$ cat src/rtl/iis_recv.sv
`timescale 1ns/1ps
`default_nettype none
// ============================================================================
//  Module   : iis_recv
//  Purpose  : I2S slave receiver. Oversamples SCK/WS/SD in the clk domain,
//             deserialises MSB-first words tagged left/right into a small FIFO.
//  Option   : IIS_RECV_ERRCHK_EN adds a per-entry frame-error tag (rd_err)
//             and a sticky frame_err flag.
//  Revision : 1.0  initial release
// ============================================================================
module iis_recv #(
    parameter int DATA_W      = 16,
    parameter int FIFO_DEPTH  = 4,
    parameter int SYNC_STAGES = 2
) (
    input  logic                         clk,
    input  logic                         rstn,
    input  logic [1:0]                   rx_ctrl,
    input  logic                         sck_in,
    input  logic                         ws_in,
    input  logic                         sd_in,
    output logic [DATA_W-1:0]            rd_data,
    output logic                         rd_chan,
    output logic                         rd_valid,
    input  logic                         rd_ready,
    output logic [$clog2(FIFO_DEPTH):0]  fifo_level,
    output logic                         overflow
`ifdef IIS_RECV_ERRCHK_EN
    ,
    output logic                         rd_err,
    output logic                         frame_err
`endif
);

    localparam int PTR_W = $clog2(FIFO_DEPTH);
    localparam int CNT_W = $clog2(DATA_W + 1);
    localparam logic [CNT_W-1:0] CNT_FULL = CNT_W'(DATA_W);
    localparam logic [CNT_W-1:0] CNT_ONE  = CNT_W'(1);
    localparam logic [PTR_W:0]   PTR_ONE  = (PTR_W + 1)'(1);
    localparam logic [PTR_W:0]   PTR_FULL = (PTR_W + 1)'(FIFO_DEPTH);
`ifdef IIS_RECV_ERRCHK_EN
    localparam int ENTRY_W = DATA_W + 2;
`else
    localparam int ENTRY_W = DATA_W + 1;
`endif

    typedef enum logic [1:0] {
        ST_DISABLED = 2'd0,
        ST_ALIGN    = 2'd1,
        ST_RUN      = 2'd2
    } state_t;

    logic enable;
    logic clear;
    assign enable = rx_ctrl[0];
    assign clear  = rx_ctrl[1];

    logic [SYNC_STAGES-1:0] sck_sync_q, sck_sync_d;
    logic [SYNC_STAGES-1:0] ws_sync_q, ws_sync_d;
    logic [SYNC_STAGES-1:0] sd_sync_q, sd_sync_d;
    logic                   sck_hist_q, sck_hist_d;
    logic                   ws_prev_q, ws_prev_d;
    logic                   sck_s, ws_s, sd_s, sck_rise, boundary;

    state_t                 state_q, state_d;
    logic [DATA_W-1:0]      shift_q, shift_d, shift_new;
    logic [CNT_W-1:0]       bit_cnt_q, bit_cnt_d, cnt_new;
    logic                   push_q, push_d;
    logic [DATA_W-1:0]      push_word_q, push_word_d;
    logic                   push_chan_q, push_chan_d;

    logic [ENTRY_W-1:0]     mem_q [FIFO_DEPTH];
    logic [ENTRY_W-1:0]     mem_d [FIFO_DEPTH];
    logic [PTR_W:0]         wr_ptr_q, wr_ptr_d, rd_ptr_q, rd_ptr_d;
    logic                   overflow_q, overflow_d;
    logic [ENTRY_W-1:0]     head, wr_entry;
    logic                   full, wr_en, pop, accept;

`ifdef IIS_RECV_ERRCHK_EN
    logic                   long_q, long_d, long_new;
    logic                   push_err_q, push_err_d;
    logic                   frame_err_q, frame_err_d;
`endif

    always_comb begin
        sck_sync_d = {sck_sync_q[SYNC_STAGES-2:0], sck_in};
        ws_sync_d  = {ws_sync_q[SYNC_STAGES-2:0], ws_in};
        sd_sync_d  = {sd_sync_q[SYNC_STAGES-2:0], sd_in};
    end

    assign sck_s      = sck_sync_q[SYNC_STAGES-1];
    assign ws_s       = ws_sync_q[SYNC_STAGES-1];
    assign sd_s       = sd_sync_q[SYNC_STAGES-1];
    assign sck_rise   = sck_s & ~sck_hist_q;
    assign boundary   = sck_rise & (ws_s != ws_prev_q);
    assign sck_hist_d = sck_s;

    // Receive state machine and deserialiser; ws_prev tracks the line even when disabled
    always_comb begin
        state_d     = state_q;
        shift_d     = shift_q;
        bit_cnt_d   = bit_cnt_q;
        ws_prev_d   = sck_rise ? ws_s : ws_prev_q;
        push_d      = 1'b0;
        push_word_d = push_word_q;
        push_chan_d = push_chan_q;
        shift_new   = shift_q;
        cnt_new     = bit_cnt_q;
`ifdef IIS_RECV_ERRCHK_EN
        long_d      = long_q;
        long_new    = long_q | (sck_rise & (bit_cnt_q == CNT_FULL));
        push_err_d  = push_err_q;
`endif
        if (sck_rise && (bit_cnt_q < CNT_FULL)) begin
            shift_new = {shift_q[DATA_W-2:0], sd_s};
            cnt_new   = bit_cnt_q + CNT_ONE;
        end

        if (!enable) begin
            state_d   = ST_DISABLED;
            bit_cnt_d = '0;
`ifdef IIS_RECV_ERRCHK_EN
            long_d    = 1'b0;
`endif
        end else if (state_q == ST_DISABLED) begin
            state_d   = ST_ALIGN;
            bit_cnt_d = '0;
`ifdef IIS_RECV_ERRCHK_EN
            long_d    = 1'b0;
`endif
        end else if (sck_rise) begin
            shift_d   = shift_new;
            bit_cnt_d = cnt_new;
`ifdef IIS_RECV_ERRCHK_EN
            long_d    = long_new;
`endif
            if (boundary) begin
                shift_d   = '0;
                bit_cnt_d = '0;
`ifdef IIS_RECV_ERRCHK_EN
                long_d    = 1'b0;
`endif
                if (state_q == ST_ALIGN) begin
                    state_d = ST_RUN;
                end else begin
                    push_d      = ~clear;
                    push_word_d = shift_new << (CNT_FULL - cnt_new);
                    push_chan_d = ws_prev_q;
`ifdef IIS_RECV_ERRCHK_EN
                    push_err_d  = (cnt_new != CNT_FULL) | long_new;
`endif
                end
            end
        end
    end

    assign fifo_level = wr_ptr_q - rd_ptr_q;
    assign full       = (fifo_level == PTR_FULL);
    assign rd_valid   = (fifo_level != '0);
    assign head       = mem_q[rd_ptr_q[PTR_W-1:0]];
    assign pop        = rd_valid & rd_ready;
    assign wr_en      = push_q;
    // A pop in the same cycle frees the slot a full FIFO would otherwise refuse
    assign accept     = wr_en & (~full | pop);

`ifdef IIS_RECV_ERRCHK_EN
    assign wr_entry   = {push_err_q, push_chan_q, push_word_q};
`else
    assign wr_entry   = {push_chan_q, push_word_q};
`endif

    always_comb begin
        mem_d      = mem_q;
        wr_ptr_d   = wr_ptr_q;
        rd_ptr_d   = rd_ptr_q;
        overflow_d = overflow_q;
        if (clear) begin
            wr_ptr_d   = '0;
            rd_ptr_d   = '0;
            overflow_d = 1'b0;
        end else begin
            if (pop) begin
                rd_ptr_d = rd_ptr_q + PTR_ONE;
            end
            if (accept) begin
                mem_d[wr_ptr_q[PTR_W-1:0]] = wr_entry;
                wr_ptr_d                   = wr_ptr_q + PTR_ONE;
            end else if (wr_en) begin
                overflow_d = 1'b1;
            end
        end
    end

`ifdef IIS_RECV_ERRCHK_EN
    always_comb begin
        frame_err_d = frame_err_q | (wr_en & push_err_q);
        if (clear) begin
            frame_err_d = 1'b0;
        end
    end

    assign rd_err    = rd_valid & head[DATA_W+1];
    assign frame_err = frame_err_q;
`endif

    assign rd_data  = rd_valid ? head[DATA_W-1:0] : '0;
    assign rd_chan  = rd_valid & head[DATA_W];
    assign overflow = overflow_q;

    always_ff @(posedge clk or negedge rstn) begin
        if (!rstn) begin
            sck_sync_q  <= '0;
            ws_sync_q   <= '0;
            sd_sync_q   <= '0;
            sck_hist_q  <= 1'b0;
            ws_prev_q   <= 1'b0;
            state_q     <= ST_DISABLED;
            shift_q     <= '0;
            bit_cnt_q   <= '0;
            push_q      <= 1'b0;
            push_word_q <= '0;
            push_chan_q <= 1'b0;
            wr_ptr_q    <= '0;
            rd_ptr_q    <= '0;
            overflow_q  <= 1'b0;
`ifdef IIS_RECV_ERRCHK_EN
            long_q      <= 1'b0;
            push_err_q  <= 1'b0;
            frame_err_q <= 1'b0;
`endif
        end else begin
            sck_sync_q  <= sck_sync_d;
            ws_sync_q   <= ws_sync_d;
            sd_sync_q   <= sd_sync_d;
            sck_hist_q  <= sck_hist_d;
            ws_prev_q   <= ws_prev_d;
            state_q     <= state_d;
            shift_q     <= shift_d;
            bit_cnt_q   <= bit_cnt_d;
            push_q      <= push_d;
            push_word_q <= push_word_d;
            push_chan_q <= push_chan_d;
            wr_ptr_q    <= wr_ptr_d;
            rd_ptr_q    <= rd_ptr_d;
            overflow_q  <= overflow_d;
`ifdef IIS_RECV_ERRCHK_EN
            long_q      <= long_d;
            push_err_q  <= push_err_d;
            frame_err_q <= frame_err_d;
`endif
        end
    end

    // Storage needs no reset: every read path is gated by rd_valid
    always_ff @(posedge clk) begin
        mem_q <= mem_d;
    end

endmodule
`default_nettype wire
$ cat config.mk
export PLATFORM = sky130hd
export DESIGN_NAME = iis_recv
export DESIGN_NICKNAME = d
export VERILOG_FILES = /design/src/rtl/iis_recv.sv
export SDC_FILE = /design/constraint.sdc
export NUM_CORES = 1
export LEC_CHECK = 0
export ABC_AREA = 1
export BUFFER_PORTS_ARGS = -buffer_cell sky130_fd_sc_hd__buf_2
export CORE_UTILIZATION = 28
export DETAILED_ROUTE_END_ITERATION = 10
export PLACE_DENSITY_LB_ADDON = 0.25
export SLEW_MARGIN = 20
export SYNTH_ARGS = -nofsm -noshare
export SYNTH_HDL_FRONTEND = slang
export SYNTH_SLANG_ARGS = --single-unit
$ cat constraint.sdc
create_clock -name clk -period 2.9 [get_ports clk]
set_input_delay 0 -clock clk [delete_from_list [all_inputs] [get_ports clk]]
set_output_delay 0 -clock clk [all_outputs]
set_load 0.02 [all_outputs]
# Yosys cells after proc, flatten, opt, wreduce, memory -nomap -nowiden
# Cells that the tools add are included.
# Widths: inputs -> output; s select.
word_totals:
  register_bits: 124
  latchBits: 0
  ram_bits: 0
  rom_bits: 0
  output_inout_bits: 22
  mem_count: 0
op_classes:
  addsub: 5
  n_mul: 0
  div_mod_pow: 0
  magnitude_cmp: 4
  n_eq_ne: 7
  n_shift: 1
  mux: 31
  bitwise_logic: 13
  n_reduce_logical: 12
ops:
  columns: ["operator", "count"]
  rows:
  - ["$bwmux 68", 1]
  - ["$mux 17", 3]
  - ["$mux 16", 3]
  - ["$bmux 17 s2", 1]
  - ["$demux 17 s2", 1]
  - ["$mux 5", 5]
  - ["$shl 16x5->16", 1]
  - ["$mux 3", 4]
  - ["$mux 2", 5]
  - ["$ne 3x1->1 const B", 3]
  - ["$mux 1", 8]
  - ["$add 3x1->3 const B", 2]
  - ["$ge 3x3->1 const B", 2]
  - ["$not 2->3", 2]
  - ["$reduce_and 3->1", 2]
  - ["$reduce_bool 2->1", 3]
  - ["$add 5x1->5 const B", 1]
  - ["$and 1x1->1", 5]
  - ["$lt 5x5->1 const B", 1]
  - ["$not 1->1", 5]
  - ["$reduce_and 5->1", 1]
  - ["$sub 5x5->5 const A", 1]
  - ["$reduce_and 2->1", 2]
  - ["$eq 3x3->1 const B", 1]
  - ["9 further kinds", 10]

# Depth between registers and ports, before layout
# Gate-level depths: netlist of run 1.
depth:
  ltp_word: 8
  mapped_depth: 14

# Worst setup path after synthesis of run 1
# Ideal clock, no wire load.
synth_timing:
  path_type: "reg2reg"
  start: "reg wr_ptr_q[0]"
  end: "reg mem_q[17] in the netlist's numbering (enable)"
  arrival_time_ns: 2.479
  t_required_ns: 2.509
  path_slack_ns: 0.030
  stages_incl_launch_ff: 11
  synth_period_minus_slack_ns: 2.870
  cell_sequence: "dfrtp_1 -> inv_1 -> ha_1 -> fa_1 -> xor2_1 -> xor2_1 -> nand2_1 -> nand2_1 -> inv_1 -> nand2_1 -> nor2_1"
synth_between:
  elab_chain_cells: 6
  word_cells_on_any_way: 8
  cone_classes: "add/sub: 1; eq/ne: 1; bitwise: 4; reduce/logical: 2"
synth_lines:
  columns: ["item", "line_no", "rtl"]
  rows:
  - ["start, declared", "74", "logic [PTR_W:0] wr_ptr_q, wr_ptr_d, rd_ptr_q, rd_ptr_d;"]
  - ["start signal, assigned", "243", "wr_ptr_q <= wr_ptr_d;"]
  - ["$sub 3x3->3 *", "157", "assign fifo_level = wr_ptr_q - rd_ptr_q;"]
  - ["via fifo_level[2]", "26", "output logic [$clog2(FIFO_DEPTH):0] fifo_level,"]
  - ["$reduce_bool 3->1 / $eq 3x3->1 (equally long branches)", "159, 158", null]
  - ["$and 1x1->1 / $not 1->1 (equally long branches)", "161, 164", null]
  - ["$or 1x1->1 *", "164", "assign accept = wr_en & (~full | pop);"]
  - ["$and 1x1->1 *", "164", null]
  - ["$reduce_and 2->1 (no line) *", null, null]
  - ["end signal, assigned", "256", "mem_q <= mem_d;"]
  - ["end, declared", "72", "logic [ENTRY_W-1:0] mem_q [FIFO_DEPTH];"]
# The timed path passes the listed nets; every way through them passes the cells marked *.
# A chain may end at the register's enable or synchronous reset.

# Final worst setup path of run 1
layout_timing:
  start: "reg wr_ptr_q[0]"
  end: "reg rd_ptr_q[1]"
layout_between:
  elab_chain_cells: 4
layout_lines:
  columns: ["item", "line_no", "rtl"]
  rows:
  - ["$sub 3x3->3", "157", null]
  - ["$reduce_bool 3->1", "159", "assign rd_valid = (fifo_level != '0);"]
  - ["$and 1x1->1", "161", "assign pop = rd_valid & rd_ready;"]
  - ["$reduce_bool 2->1 (no line)", null, null]
  - ["end signal, assigned", "244", "rd_ptr_q <= rd_ptr_d;"]
  - ["end, declared", "74", null]
# Every way passes these cells.

==> results of run 1 <==
## through the flow
step / std cells / total power [mW] / hold WS [ns] / instance area [um2] / setup WS (ns)
2_1_floorplan: 642 / 3.42 / -0.296 / 5940 / 0.0304
3_3_place_gp: 925 / 3.96 / 0.109 / 6350 / 0.219
3_5_place_dp: 925 / 3.98 / 0.110 / 6350 / 0.211
4_1_cts: 965 / 6.12 / 0.200 / 7020 / 0.0899
5_1_grt: 966 / 6.46 / 0.167 / 7030 / 0.0344
6_report: 966 / 6.04 / 0.122 / 7030 / 0.233
## cells by family (layout without fill, tap and decap cells)
family | Yosys count | count (layout) | share of synthesized area [%]
simple gates | 324 | 324 | 23.8
xor+xnor | 4 | 4 | 0.590
flops | 124 | 124 | 57.9
buf+inv | 94 | 148 | 6.95
compound gates | 88 | 88 | 8.95
fa+ha+maj | 8 | 8 | 1.81
## power groups by stage
| stage | clock, mW | sequential [mW] | combinational (mW) |
|---|---|---|---|
| 3_5_place_dp | 0 | 2.06 | 1.92 |
| 3_3_place_gp | 0 | 2.06 | 1.90 |
| 2_1_floorplan | 0 | 2.04 | 1.38 |
| 5_1_grt | 2.24 | 2.04 | 2.18 |
| 4_1_cts | 2.17 | 2.03 | 1.93 |
| 6_report | 2.11 | 2.03 | 1.91 |
## worst max path at each step
stage,startpoint,endpoint,slack [ns],cells past startpoint
2_1_floorplan,wr_ptr_q[0],mem_q[17],0.03,10
3_3_place_gp,sck_hist_q,shift_q[15],0.22,5
3_5_place_dp,sck_hist_q,shift_q[15],0.21,5
4_1_cts,wr_ptr_q[0],rd_ptr_q[1],0.09,10
5_1_grt,wr_ptr_q[0],rd_ptr_q[1],0.03,10
6_report,wr_ptr_q[0],rd_ptr_q[1],0.23,10
## synth_stat cells
master,number,area (um2)
nand3b_1,2,15.0
dfrtp_1,56,1400
o31ai_1,1,7.51
a21oi_1,5,25.0
nand3_1,61,305
and2_4,1,8.76
buf_6,6,67.6
xor2_1,3,26.3
nand3_2,2,20.0
o21ai_1,5,25.0
inv_1,59,221
ha_1,7,87.6
nand2_2,7,43.8
o21ai_0,43,215
nand3_4,1,17.5
nand4_1,3,18.8
nor3_1,1,5.00
xnor2_1,1,8.76
buf_2,6,30.0
o22ai_1,15,93.8
fa_1,1,20.0
and2_1,2,12.5
clkinv_1,2,7.51
nor2_4,3,33.8
edfxtp_1,68,2040
o21ai_2,1,8.76
nor2_1,65,244
inv_2,5,18.8
nor4_1,5,31.3
o21bai_1,1,7.51
o32ai_1,17,149
nand2_4,2,22.5
nand2_1,169,634
buf_1,1,3.75
buf_4,2,15.0
clkbuf_1,13,48.8
## repair_timing
item,CTS,global route
setup buffers,0,1
setup endpoints to repair,0,1
hold buffers,8,0
gates resized for setup,0,0
hold endpoints to repair,57,0
## sequential cells by signal, indices dropped and copies added, names as in the netlist
| signal | flops |
|---|---|
| rd_ptr_q | 3 |
| ws_sync_q | 2 |
| push_chan_q | 1 |
| shift_q | 16 |
| ws_prev_q | 1 |
| sd_sync_q | 2 |
| bit_cnt_q | 5 |
| push_q | 1 |
| state_q | 2 |
| mem_q | 68 |
| sck_hist_q | 1 |
| push_word_q | 16 |
| sck_sync_q | 2 |
| overflow | 1 |
| wr_ptr_q | 3 |
## cell type report
class	instances	area [um2]
Sequential cell	124	3440
Clock inverter	14	160
Timing Repair Buffer	50	325
Clock buffer	18	429
Tap cell	270	338
Inverter	66	248
Multi-Input combinational cell	424	2090
Fill cell	2087	13500
## per-layer routing
metal / up-vias / GRT usage, % / part of all wire, %
met2: 66 / 19.3 / 43
met3: 12 / 3.33 / 3.4
met4: 0 / 4.48 / 1.0
li1: 2253 / - / -
met1: 2051 / 18.5 / 52
met5: - / 0 / 0
## worst max-delay path: cells and delay by family, from the launching register on
family                     cells  cell delay, ns
AOI/OAI and AO/OA              1            0.14
xor gates and xnor gates       2            0.35
adders and majority gates      2            0.59
buffers and inverters          3            0.90
DFF                            1            0.37
and+or+nand+nor                2            0.25
==> results.json, run 1 <==
{
  "crit_required_ns": 3.26,
  "antenna_found_initial": 0,
  "overflow": 0,
  "worst_ep_arrival_time_ns": 3.02,
  "setup_tns_ns": 0,
  "drive_above_1_share_pct": 13.6,
  "critical-path-max-stage-delay_ns": 0.56,
  "critPathSlowestCell": "dlygate4sd3_1",
  "wl_per_cell_um": 13.4,
  "power_frac_seq_pct": 33.5,
  "synth_area_per_cell_um2": 9.26,
  "dieWidth_um": 148,
  "synth_area_um2": 5940,
  "cp-end-kind": "register",
  "leakagePower_nw": 3.10,
  "crit_top_cell": "xor2_1",
  "fp-row-count": 52,
  "max_slew.worst_pin.slew_ns": 0.708,
  "dieArea_um2": 21800,
  "die_height_um": 148,
  "rrSetupSlack_ns": 0.23,
  "routed-via-count": 4382,
  "layout.cells.most_common": "nand2_1",
  "drv_slew": 0,
  "clk_pin_slew_worst_paths_ns": 0.06,
  "p_per_area_nw_per_um2": 859,
  "r2r-start": "wr_ptr_q[0]",
  "antennaDiodeCount": 0,
  "syn_inst": 642,
  "timing.fmax_ghz": 0.375,
  "max-cap-violations": 0,
  "setup_viol": 0,
  "crit_type": "reg -> reg",
  "intPower_mw": 3.87,
  "synthDistinctLibCells": 36,
  "reg2reg_depth": 10,
  "start_util_pct": 29.0,
  "yosysWarnings": 0,
  "core_um2": 20500,
  "status": "complete, no violations",
  "port_buffers": 29,
  "fin_crit_ns": 2.67,
  "maxSlewHeadroom_pct": 52.8,
  "htree_levels": 4,
  "drtIter0Drc": 170,
  "p_switching_mw": 2.18,
  "grt_pass1_wl_um": 22100,
  "final_nets": 699,
  "dp_hpwl_um": 8530,
  "pwr-share-comb_pct": 31.6,
  "wl_um": 12900,
  "grt_max_degree": 45,
  "peakVddDrop_uv": 433,
  "boundaryPins": 30,
  "drc_errors": 0,
  "r2r-end": "rd_ptr_q[1]",
  "synth.yosys.seq_area_share_pct": 57.9,
  "root_buffer": "clkbuf_16",
  "dr.pass1.iters": 4,
  "track_usage_pct": 13.0,
  "switching_share_pct": 36.0,
  "grt_pass1_vias": 4278,
  "place_congestion": 0.785,
  "clk_latency_ns": 0.43,
  "fin_crit_sh_pct": 92.0,
  "hold_viol": 0,
  "clockPowerShare_pct": 34.9,
  "tritoncts": "done",
  "ant_nets": 0,
  "rsz0062_at_grt": "no",
  "path_cells": "inv_1 -> ha_1 -> fa_1 -> xor2_1 -> xor2_1 -> nand3b_1 -> buf_4 -> nand3_1 -> a21oi_1 -> dlygate4sd3_1",
  "cts_buffers": 17,
  "cts_buffer_depth": 2,
  "final_util_pct": 34.3,
  "worstSetupStartpointType": "register",
  "final_cell_mix": "169 x nand2_1, 68 x edfxtp_1, 64 x nor2_1",
  "synth_seq_cells": 124,
  "vias_per_cell": 4.54,
  "hold_path.class": "in -> async",
  "cp_max_fo": 19,
  "syn_nets": 658,
  "cts.sinks": 124,
  "skew_ns": 0.0116,
  "area_delta_synth_final_pct": 18.3
}
Note: power is estimated with default switching activity, not from simulation.
==> run 2: changes to the inputs <==
Settings changed: CORE_ASPECT_RATIO set to 1.75, RECOVER_POWER set to 25.
==> run 2 against run 1 <==
  * Via count up 0.16%
  * Critical path depth is the same
  * The run now ends with DRC left
  * Design area shrank 0.48%
  * Maximum frequency down 2.1%
  * Clock power down 4%
  * Global-route usage up 0.15 points
  * Utilization fell by 0.74 points
  * Register-to-register slack got worse by 0.06 ns
  * Clock skew fell by 0.0023 ns
  * Critical endpoint unchanged
  * Sequential share of layout area rose by 0.24 points
==> results.json, run 2 (synthesis results as in run 1) <==
{
  "p_switching_mw": 2.12,
  "tritoncts": "done",
  "setup_tns_ns": 0,
  "drtIter0Drc": 218,
  "boundaryPins": 30,
  "dpl_cell_area_um2": 6340,
  "peakVddDrop_uv": 290,
  "wl_um": 13200,
  "place_congestion": 0.850,
  "cp-end-kind": "register",
  "path_buf_inv": 3,
  "top_regs": "mem_q: 68 flops, push_word_q: 16 flops, shift_q: 16 flops",
  "critPathSlowestCell": "dlygate4sd3_1",
  "status": "finished, violations left",
  "leakagePower_nw": 3.08,
  "root_buffer": "clkbuf_16",
  "fin_crit_ns": 2.73,
  "critical-path-max-stage-delay_ns": 0.56,
  "wl_per_cell_um": 14.0,
  "htree_levels": 4,
  "pwr-share-comb_pct": 32.1,
  "antennaDiodeCount": 0,
  "intPower_mw": 3.86,
  "regMostFlops": "mem_q",
  "dr.pass1.iters": 7,
  "drive_above_1_share_pct": 13.5,
  "maxSlewHeadroom_pct": 36.2,
  "switching_share_pct": 35.4,
  "drc_errors": 4,
  "clk_pin_slew_worst_paths_ns": 0.06,
  "core_um2": 20800,
  "overflow": 0,
  "pre_cts_ws_ns": 0.416,
  "p_per_area_nw_per_um2": 853,
  "worstSetupStartpointType": "register",
  "port_buffers": 29,
  "area_delta_synth_final_pct": 17.8,
  "grt_max_degree": 42,
  "dieWidth_um": 112,
  "dieArea_um2": 21800,
  "final_util_pct": 33.6,
  "hold_viol": 0,
  "cp_max_fo": 19,
  "crit_top_cell": "xor2_1",
  "grt_pass1_wl_um": 22100,
  "antenna_found_initial": 0,
  "ant_nets": 0,
  "die_height_um": 195,
  "violations": "DRC",
  "crit_type": "reg -> reg",
  "max_slew.worst_pin.slew_ns": 0.957,
  "final_cell_mix": "169 x nand2_1, 68 x edfxtp_1, 65 x nor2_1",
  "cts_setup_buffers": 0,
  "drv_slew": 0,
  "path_cells": "inv_1 -> ha_1 -> fa_1 -> xor2_1 -> xor2_1 -> nand3b_1 -> buf_8 -> nand3_1 -> a21oi_1 -> dlygate4sd3_1",
  "total_power_mw": 5.97,
  "fp-row-count": 70,
  "final_nets": 699,
  "largest_reg_flops": 68,
  "fin_crit_sh_pct": 94.0,
  "start_util_pct": 28.5,
  "layout.cells.most_common": "nand2_1",
  "hold_path.class": "in -> reg",
  "routed-via-count": 4389,
  "setup_viol": 0,
  "cts.sinks": 124,
  "cts_buffer_depth": 2,
  "clockPowerShare_pct": 33.9,
  "track_usage_pct": 13.2,
  "vias_per_cell": 4.63,
  "crit_family": "buffers and inverters",
  "cts_buffers": 17,
  "clk_latency_ns": 0.42,
  "stdcell_area_um2": 7000,
  "grt_pass1_vias": 4504,
  "rsz0062_at_grt": "no",
  "dp_hpwl_um": 9790,
  "crit_required_ns": 3.25,
  "worst_ep_arrival_time_ns": 3.08,
  "power_frac_seq_pct": 34.0,
  "skew_ns": 0.00934,
  "layout_setup_ws_ns": 0.175,
  "max-cap-violations": 0,
  "timing.fmax_ghz": 0.367
}
-- run 2: power groups by stage --
| stage | Clock [mW] | Sequential, mW | Combinational, mW |
|---|---|---|---|
| 2_1_floorplan | 0 | 2.04 | 1.38 |
| 3_3_place_gp | 0 | 2.06 | 1.92 |
| 3_5_place_dp | 0 | 2.07 | 1.92 |
| 4_1_cts | 2.07 | 2.03 | 1.94 |
| 5_1_grt | 2.14 | 2.05 | 2.16 |
| 6_report | 2.02 | 2.03 | 1.92 |
-- run 2: repair_timing --
| item | CTS | global route |
|---|---|---|
| hold endpoints to repair | 55 | 0 |
| endpoints found under the setup margin | 0 | 1 |
| resized for setup | 0 | 2 |
| hold buffers | 8 | 0 |
-- run 2: area by class of cell --
class,instances,area (um2)
multi-input cells,424,2090
clock inverters,15,150
fillers,2160,13800
inverters,66,248
repair buffers,50,330
flip-flops and latches,124,3440
clock buffers,17,425
well taps,252,315
-- run 2: through the flow --
step / hold WS [ns] / cells
detailed placement: 0.109 / 908
finish: 0.219 / 948
floorplan: -0.296 / 642
CTS: 0.208 / 948
global route: 0.206 / 948
global placement: 0.110 / 908
-- run 2: path summary, 6_finish.rpt --
kind	start	end	slack, ns	cells after the start
setup / recovery	wr_ptr_q[0]	rd_ptr_q[1]	0.17	10
hold / removal	sd_in	sd_sync_q[0]	0.22	2
setup reg to reg	wr_ptr_q[0]	rd_ptr_q[1]	0.17	10
hold reg to reg	sck_sync_q[0]	sck_sync_q[1]	0.35	0
max in group asynchronous	rstn	push_word_q[8]	1.84	3
min in group asynchronous	rstn	shift_q[15]	0.28	2
-- run 2: layer usage --
layer,vias to the layer above,wire length [um],share of wire (%),track usage [%]
met2,53,7660,58,26.4
li1,2234,-,-,-
met4,0,437,3.3,6.72
met5,-,0,0,0
met1,2074,4910,37,12.2
met3,28,217,1.6,2.81
